--- src/rtl/risc_multicycle_core.sv ---
// rtl/risc_multicycle_core.sv - multi-cycle RISC core with handshaked instruction and data memory ports
module risc_multicycle_core #(
    parameter int DATA_W = 4,
    parameter int REG_AW = 2,
    parameter int PC_W   = 4,
    localparam int INSTR_W = 4 + 2 * REG_AW
) (
    input  logic               clk,
    input  logic               reset,
    output logic               imem_req,
    output logic [PC_W-1:0]    imem_addr,
    input  logic               imem_ready,
    input  logic [INSTR_W-1:0] imem_rdata,
    output logic               dmem_req,
    output logic               dmem_we,
    output logic [DATA_W-1:0]  dmem_addr,
    output logic [DATA_W-1:0]  dmem_wdata,
    input  logic               dmem_ready,
    input  logic [DATA_W-1:0]  dmem_rdata,
    output logic               halted,
    output logic               zero_flag,
    output logic               retire
);

    typedef enum logic [1:0] {
        FETCH = 2'd0,
        EXEC  = 2'd1,
        MEM   = 2'd2,
        HALT  = 2'd3
    } state_t;

    localparam logic [3:0] OP_LOAD  = 4'b1000;
    localparam logic [3:0] OP_STORE = 4'b1001;
    localparam logic [3:0] OP_BEQZ  = 4'b1010;
    localparam logic [3:0] OP_JMP   = 4'b1011;
    localparam logic [3:0] OP_HALT  = 4'b1111;

    state_t              state, state_nx;
    logic [PC_W-1:0]     pc;
    logic [INSTR_W-1:0]  ir;
    logic [DATA_W-1:0]   rf [2**REG_AW];
    logic                zero_q;
    logic                retire_q;

    logic [3:0]          opcode;
    logic [REG_AW-1:0]   rs, rt;
    logic [DATA_W-1:0]   op_a, op_b, alu_res;
    logic [PC_W-1:0]     branch_tgt;

    assign opcode     = ir[INSTR_W-1 -: 4];
    assign rs         = ir[2*REG_AW-1 -: REG_AW];
    assign rt         = ir[REG_AW-1:0];
    assign op_a       = rf[rs];
    assign op_b       = rf[rt];
    // Cast truncates or zero-extends the register value to the PC width.
    assign branch_tgt = PC_W'(op_b);

    always_comb begin
        alu_res = '0;
        case (opcode)
            4'b0000: alu_res = op_a & op_b;
            4'b0001: alu_res = op_a | op_b;
            4'b0010: alu_res = op_a + op_b;
            4'b0011: alu_res = op_a - op_b;
            4'b0100: alu_res = op_a ^ op_b;
            4'b0101: alu_res = ~op_a;
            4'b0110: alu_res = op_a + DATA_W'(1);
            4'b0111: alu_res = op_a - DATA_W'(1);
            default: alu_res = '0;
        endcase
    end

    always_ff @(posedge clk or posedge reset) begin
        if (reset) begin
            state <= FETCH;
        end else begin
            state <= state_nx;
        end
    end

    always_comb begin
        state_nx = state;
        case (state)
            FETCH: if (imem_ready) state_nx = EXEC;
            EXEC: begin
                if (opcode == OP_LOAD || opcode == OP_STORE) begin
                    state_nx = MEM;
                end else if (opcode == OP_HALT) begin
                    state_nx = HALT;
                end else begin
                    state_nx = FETCH;
                end
            end
            MEM:     if (dmem_ready) state_nx = FETCH;
            HALT:    state_nx = HALT;
            default: state_nx = FETCH;
        endcase
    end

    // Every output is gated by reset so requests drop in the same cycle reset rises.
    assign imem_req   = !reset && (state == FETCH);
    assign imem_addr  = reset ? '0 : pc;
    assign dmem_req   = !reset && (state == MEM);
    assign dmem_we    = dmem_req && (opcode == OP_STORE);
    assign dmem_addr  = reset ? '0 : op_b;
    assign dmem_wdata = reset ? '0 : op_a;
    assign halted     = !reset && (state == HALT);
    assign zero_flag  = !reset && zero_q;
    assign retire     = !reset && retire_q;

    always_ff @(posedge clk or posedge reset) begin
        if (reset) begin
            pc       <= '0;
            ir       <= '0;
            zero_q   <= 1'b0;
            retire_q <= 1'b0;
            for (int i = 0; i < 2**REG_AW; i++) begin
                rf[i] <= DATA_W'(i + 1);
            end
        end else begin
            retire_q <= 1'b0;
            case (state)
                FETCH: begin
                    if (imem_ready) begin
                        ir <= imem_rdata;
                        pc <= pc + PC_W'(1);
                    end
                end
                EXEC: begin
                    if (!opcode[3]) begin
                        rf[rs]   <= alu_res;
                        zero_q   <= (alu_res == '0);
                        retire_q <= 1'b1;
                    end else if (opcode == OP_BEQZ) begin
                        if (op_a == '0) pc <= branch_tgt;
                        retire_q <= 1'b1;
                    end else if (opcode == OP_JMP) begin
                        pc       <= branch_tgt;
                        retire_q <= 1'b1;
                    end else if (opcode != OP_LOAD && opcode != OP_STORE) begin
                        retire_q <= 1'b1;
                    end
                end
                MEM: begin
                    if (dmem_ready) begin
                        if (opcode == OP_LOAD) rf[rs] <= dmem_rdata;
                        retire_q <= 1'b1;
                    end
                end
                default: ;
            endcase
        end
    end

endmodule
--- config.mk ---
export PLATFORM = sky130hd
export DESIGN_NAME = risc_multicycle_core
export DESIGN_NICKNAME = d
export VERILOG_FILES = /design/src/rtl/risc_multicycle_core.sv
export SDC_FILE = /design/constraint.sdc
export NUM_CORES = 1
export LEC_CHECK = 0
export BUFFER_PORTS_ARGS = -buffer_cell sky130_fd_sc_hd__buf_2
export CAP_MARGIN = 15
export CORE_MARGIN = 2
export CORE_UTILIZATION = 40
export DETAILED_ROUTE_END_ITERATION = 8
export PLACE_DENSITY_LB_ADDON = 0.15
export SYNTH_ARGS = -nofsm -noshare
export SYNTH_HDL_FRONTEND = slang
export SYNTH_SLANG_ARGS = --single-unit
--- constraint.sdc ---
create_clock -name clk -period 4.6 [get_ports clk]
set_input_delay 0.23 -clock clk [delete_from_list [all_inputs] [get_ports clk]]
set_output_delay 0.23 -clock clk [all_outputs]
set_load 0.01 [all_outputs]
==> flow_metrics.py, run 1 <==
metrics = {
    "status": {
        "status": "finished, final reports clean",
    },
    "cts": {
        "cts_tree": "done",
        "post-cts-setup-buffers": 0,
        "hold_buffers": 0,
        "cts_sinks": 32,
        "htree_levels": 2,
        "post_cts_resized": 0,
        "clock_path_buffers": 2,
        "clock_latency_ns": 0.28,
        "cts-root-buf": "clkbuf_8",
        "clk_pin_slew_ns": 0.07,
        "numCtsBuffers": 5,
    },
    "floorplanning": {
        "die_y_um": 82,
        "placementRows": 28,
        "die-area_um2": 6720,
        "core-area_um2": 5890,
        "initial_core_util_pct": 41.3,
        "io_pins": 34,
        "die_x_um": 82,
    },
    "worst_setup_path": {
        "end_kind": "register",
        "slowest_delay_ns": 0.68,
        "crit_slowest_cell": "mux4_1",
        "cp-start-kind": "register",
        "worstPathRequired_ns": 4.75,
        "crit_fanout": 6,
        "crit_type": "reg2reg",
        "crit_arrival_ns": 3.67,
        "path_cells": "mux4_1, inv_1, ha_1, o21a_1, inv_1, ha_1, nor2b_1, o21a_1, or3_1, a211o_2, a31oi_2, o22ai_1",
    },
    "yosys": {
        "synth_top_family_by_area": "multiplexers",
        "synth_ff_type": "dfrtp_1",
        "ys_seq_area_share_pct": 33.2,
        "synth.mux.area_fraction_pct": 20.7,
        "ys.warnings.count": 0,
        "synth_compound_area_share_pct": 15.5,
        "yosysTopAreaCellShare_pct": 27.8,
        "synth_nets": 281,
        "synth_xor_area_share_pct": 0.720,
        "synthDistinctLibCells": 50,
        "synth_seq_cells": 32,
        "yosysTopAreaCell": "dfrtp_1",
        "synth_edf_count": 0,
        "avgSynthCellArea_um2": 9.89,
        "ys_top_cells_by_area": "dfrtp_1 (28%), ha_1 (9.3%), mux2_2 (9.3%)",
        "synth_fa_ha_area_share_pct": 10.1,
        "syn_area_um2": 2430,
        "syn_inst": 246,
        "synth-simple-area-share_pct": 14.3,
        "async_flop_share_pct": 100,
    },
    "route": {
        "wirelength_mm": 5.61,
        "wl_met1_mm": 2.74,
        "viasPerCell": 5.54,
        "drt_iter0_drc": 113,
        "wl_met3_um": 257,
        "detail-route-antenna-nets": 0,
        "drc": 0,
        "wl_per_cell_um": 16.0,
        "wl_met2_mm": 2.56,
        "vias": 1938,
        "dr.max_layer_used": "met4",
        "first_pass_iters": 4,
    },
    "timing": {
        "worstMarginPinSlew_ns": 0.572,
        "fin_skew_ns": 0.00864,
        "drv_slew": 0,
        "final.min_clock_period_ns": 3.52,
        "setup_violations": 0,
        "max_freq_mhz": 284,
        "grt_setup_unrepaired": "false",
        "slew_headroom_pct": 61.8,
        "tns_ns": 0,
        "hold_viol_final": 0,
        "timing.final.crit_share_pct": 76.4,
    },
    "grt": {
        "grt_max_degree": 19,
        "grt-ovfl-total": 0,
        "grt_use_total_pct": 18.6,
        "antenna_found_initial": 0,
        "grt_pass1_vias": 1852,
        "grt_pass1_wl_mm": 9.39,
    },
    "place": {
        "port_buffers": 33,
        "hpwl_mm": 4.44,
        "finalWeightedCongestion": 0.928,
    },
    "layout": {
        "drive_gt1_share_pct": 29.8,
        "layout-area-overhead-vs-synth_pct": 12.8,
        "nets": 309,
        "mostFrequentLayoutCells": "buf_2 (33), dfrtp_1 (27), mux2_2 (20), inv_1 (20), ha_1 (18)",
        "antenna_cells": 0,
        "final_common_cell": "buf_2",
    },
    "flow_run": {
        "maxCapViolCount": 0,
    },
    "min_path": {
        "hold_path.class": "in2async",
    },
}
-- per-layer routing --
metal | vias up | GRT usage (%)
met5 | - | 0
met4 | 0 | 4.50
met3 | 4 | 3.30
met2 | 39 | 28.0
met1 | 963 | 27.6
li1 | 932 | -
-- state kept, by name, indices dropped and copies added (netlist names) --
| register | count |
|---|---|
| zero_q | 1 |
| rf | 16 |
| pc | 4 |
| state | 2 |
| retire_q | 1 |
| ir | 8 |
-- critical path: cells and delay by family, from the launching register on --
family / cells / cell delay [ns]
buffers and inverters: 2 / 0.22
DFF: 1 / 0.47
adders and majority gates: 2 / 0.46
and+or+nand+nor: 2 / 0.48
muxes: 1 / 0.68
AOI/OAI and AO/OA: 5 / 1.08
-- cell usage after synthesis (3+ instances only) --
master / n
dfrtp_1: 27
inv_1: 20
mux2_2: 20
ha_1: 18
nand2_1: 16
nor2_1: 15
o21ai_0: 15
nor2b_1: 14
a21oi_1: 11
clkbuf_1: 9
mux2i_1: 8
mux4_2: 7
nand2b_1: 6
o22ai_1: 6
dfstp_2: 5
o21a_1: 4
a221oi_1: 3
buf_1: 3
nand3_1: 3
-- layout make-up --
type | instances | area [um^2]
flip-flops and latches | 32 | 807
multi-input cells | 180 | 1490
fillers | 594 | 3140
clock buffers | 8 | 100
well taps | 75 | 93.8
inverters | 21 | 78.8
repair buffers | 34 | 173
-- path summary, 6_finish.rpt --
check	from	end	slack [ns]	cells after the start
setup / recovery	ir[0]$_DFFE_PP0P_	rf[15]$_DFFE_PP0P_	1.08	12
hold / removal	reset	retire_q$_DFF_PP0_	0.17	2
setup reg to reg	ir[0]$_DFFE_PP0P_	rf[15]$_DFFE_PP0P_	1.08	12
hold reg to reg	zero_q$_DFFE_PP0P_	zero_q$_DFFE_PP0P_	0.52	2
max in group asynchronous	reset	rf[9]$_DFFE_PP1P_	3.70	3
min in group clk	imem_rdata[3]	ir[3]$_DFFE_PP0P_	0.18	2
-- kinds of logic after synthesis --
kind of cell	Yosys count
AND/OR/NAND/NOR	67
AO/OA/AOI/OAI	55
multiplexers	37
buffers and inverters	34
flip-flops	32
adder cells (fa/ha/maj)	19
XOR/XNOR	2
-- through the flow --
stage	hold WS [ns]	util, %	area, um^2	worst slack [ns]	cells
finish	0.165	46.6	2740	1.08	350
global route	0.175	46.6	2740	0.844	350
CTS	0.172	46.6	2740	1.06	350
detailed placement	0.465	44.9	2640	1.07	342
global placement	0.463	44.9	2640	1.13	342
floorplan	0.381	-	2430	1.31	246
Power of run 1 is not shown: default switching activity piles up to over one toggle a cycle in this logic, so the estimate is an artifact.
==> run 2: changes to the inputs <==
Settings changed: ABC_AREA set to 1.
Clock period 4.6 ns to 3.2 ns, I/O delays scaled along.
==> run 2 against run 1 <==
Fmax is 20% higher. Sequential share of layout area decreased by 1.9 points. Synthesized cell count rose by 46%. Hold slack got worse by 0.058 ns. Wire length is 17% higher. Register-to-register slack worse by 0.81 ns.
==> flow_metrics.py, run 2 <==
metrics = {
    "worst_setup_path": {
        "cpMostUsedCell": "nand2_1",
        "path_cells": "inv_4, nand2_1, nand3_1, nand2_2, ha_1, o21ai_0, inv_1, fa_1, nand2_1, inv_1, o21ai_0, nand2_1, a211oi_1, nand2_1, a22oi_2, o21ai_1",
        "critPathCapture": "rf[6]$_DFFE_PP0P_",
        "crit_arrival_ns": 3.09,
        "end_kind": "register",
        "worstPathRequired_ns": 3.36,
        "crit_fanout": 11,
        "startpoint": "ir[0]$_DFFE_PP0P_",
        "cp_num_buf_inv": 3,
        "timing.rr.end": "rf[6]$_DFFE_PP0P_",
        "reg2reg_slack_ns": 0.27,
        "slowest_delay_ns": 0.49,
        "path_delay_family": "compound AO/OA/AOI/OAI gates",
        "path_depth": 16,
        "crit_slowest_cell": "dfrtp_2",
        "worstRegToRegCells": 16,
        "r2r_start": "ir[0]$_DFFE_PP0P_",
        "cp-start-kind": "register",
        "crit_type": "reg2reg",
    },
    "grt": {
        "grt_max_degree": 22,
        "antenna_found_initial": 0,
        "grt_pass1_wl_mm": 10.9,
        "grt_pass1_vias": 2190,
        "grt-ovfl-total": 0,
        "grt_use_total_pct": 19.1,
    },
    "yosys": {
        "ys_seq_area_share_pct": 31.1,
        "synth_xor_area_share_pct": 0.675,
        "syn_area_um2": 2590,
        "synth_most_common_cell": "nand2_1",
        "synth-simple-area-share_pct": 34.2,
        "synth_ff_type": "dfrtp_1",
        "synth.mux.area_fraction_pct": 1.30,
        "synthDistinctLibCells": 45,
        "synth_top_family_by_area": "simple AND/OR/NAND/NOR gates",
        "synth_fa_ha_area_share_pct": 9.45,
        "synth_edf_count": 0,
        "synth_nets": 395,
        "yosysTopAreaCell": "dfrtp_1",
        "syn_inst": 360,
        "synth_seq_cells": 32,
        "yosysTopAreaCellShare_pct": 26.0,
        "ys.warnings.count": 0,
        "ys_top_cells_by_count": "nand2_1 (96), nor2_1 (50), inv_1 (42)",
        "async_flop_share_pct": 100,
        "ys_top_cells_by_area": "dfrtp_1 (26%), nand2_1 (14%), ha_1 (8.7%)",
        "avgSynthCellArea_um2": 7.21,
        "synth_compound_area_share_pct": 13.3,
    },
    "route": {
        "wl_per_cell_um": 13.9,
        "first_pass_iters": 5,
        "drc": 0,
        "drt_iter0_drc": 205,
        "viasPerCell": 5.01,
        "detail-route-antenna-nets": 0,
        "vias": 2380,
        "wirelength_mm": 6.58,
    },
    "cts": {
        "htree_levels": 2,
        "cts_tree": "done",
        "clock_path_buffers": 2,
        "cts_sinks": 32,
        "cts-root-buf": "clkbuf_8",
        "numCtsBuffers": 5,
        "clock_latency_ns": 0.28,
        "clk_pin_slew_ns": 0.08,
    },
    "place": {
        "hpwl_mm": 5.23,
        "port_buffers": 33,
        "finalWeightedCongestion": 0.834,
        "dpl_cell_area_um2": 2850,
        "post-place-ws_ns": 0.248,
    },
    "min_path": {
        "min_from": "imem_rdata[4]",
        "hold_path.class": "in2reg",
    },
    "layout": {
        "finalInstanceArea_um2": 2940,
        "multi_input_area_um2": 1530,
        "layout-area-overhead-vs-synth_pct": 13.3,
        "drive_gt1_share_pct": 25.4,
        "regArea_um2": 808,
        "largest_register": "rf",
        "top_regs": "rf: 16 flops, ir: 8 flops, pc: 4 flops",
        "antenna_cells": 0,
        "mostFrequentLayoutCells": "nand2_1 (96), nor2_1 (50), inv_1 (42)",
        "nets": 432,
        "fillers": 676,
        "final_common_cell": "nand2_1",
        "largest_reg_flops": 16,
    },
    "timing": {
        "fin_ws_ns": 0.274,
        "tns_ns": 0,
        "hold_viol_final": 0,
        "worstMarginPinSlew_ns": 0.822,
        "fin_skew_ns": 0.00526,
        "whs_ns": 0.107,
        "max_freq_mhz": 342,
        "timing.final.crit_share_pct": 91.4,
        "grt_setup_unrepaired": "false",
        "final.min_clock_period_ns": 2.93,
        "setup_violations": 0,
        "slew_headroom_pct": 45.1,
        "drv_slew": 0,
    },
    "floorplanning": {
        "initial_core_util_pct": 41.1,
        "placementRows": 29,
        "die-area_um2": 7150,
        "io_pins": 34,
        "die_y_um": 84.5,
        "die_x_um": 84.5,
        "core-area_um2": 6310,
    },
    "status": {
        "status": "finished, final reports clean",
    },
    "power_and_ir_drop": {
        "leakagePower_nw": 1.53,
        "vdd_drop_max_v": 0.000446,
        "p_total_mw": 3.17,
        "power.density_nw_per_um2": 1080,
    },
    "flow_run": {
        "maxCapViolCount": 0,
    },
}
## run 2: repair_timing
item / CTS / global route
resized for setup: 0 / 1
endpoints found under the setup margin: 0 / 3
hold buffers: 0 / 0
setup buffers: 0 / 0
## run 2: worst min path at each step
stage                     slack [ns]                 to  depth (start not counted)
after global placement          0.39  ir[4]$_DFFE_PP0P_                          2
after global routing            0.09  ir[4]$_DFFE_PP0P_                          2
after CTS                        0.1  ir[4]$_DFFE_PP0P_                          2
after detailed placement        0.40  ir[4]$_DFFE_PP0P_                          2
final                           0.11  ir[4]$_DFFE_PP0P_                          2
after floorplan                 0.31  ir[2]$_DFFE_PP0P_                          1
## run 2: cells by family (layout without fill, tap and decap cells)
| logic type | count (synthesis) | after routing |
|---|---|---|
| AOI/OAI and AO/OA | 51 | 51 |
| xor gates and xnor gates | 2 | 2 |
| adders and majority gates | 19 | 19 |
| buffers and inverters | 62 | 100 |
| DFF | 32 | 32 |
| muxes | 3 | 3 |
| and+or+nand+nor | 191 | 191 |
## run 2: where the power goes
part	internal [mW]	leakage, nW	switching (mW)
clock	0.175	0.0445	0.165
combinational	0.738	1.09	1.30
sequential	0.587	0.390	0.209
## run 2: layout make-up
| type | instances | area share (%) |
|---|---|---|
| Tap cell | 77 | 3.28 |
| Clock buffer | 7 | 2.94 |
| Clock inverter | 1 | 0.255 |
| Inverter | 54 | 7.15 |
| Timing Repair Buffer | 38 | 6.89 |
| Multi-Input combinational cell | 266 | 52.0 |
| Sequential cell | 32 | 27.5 |
## run 2: layer usage
layer / track usage (%) / routed length (um) / vias up
met5: 0 / 0 / -
met4: 4.04 / 68 / 0
met3: 3.44 / 307 / 6
met2: 28.8 / 2790 / 61
met1: 28.7 / 3410 / 1088
li1: - / - / 1225
## run 2: through the flow
step | util (%) | std cells
2_1_floorplan | - | 360
3_3_place_gp | 45.1 | 467
6_report | 46.6 | 475
3_5_place_dp | 45.1 | 467
4_1_cts | 46.6 | 475
5_1_grt | 46.6 | 475
## run 2: worst register-to-register path, stage by stage (launching register included)
cell and delay, ns:
dfrtp_2 0.49, inv_4 0.11, nand2_1 0.06, nand3_1 0.08
nand2_2 0.07, ha_1 0.28, o21ai_0 0.23, inv_1 0.09
fa_1 0.41, nand2_1 0.08, inv_1 0.03, o21ai_0 0.15
nand2_1 0.07, a211oi_1 0.22, nand2_1 0.10, a22oi_2 0.23
o21ai_1 0.10
No activity file was read; power rests on OpenSTA's default activity.
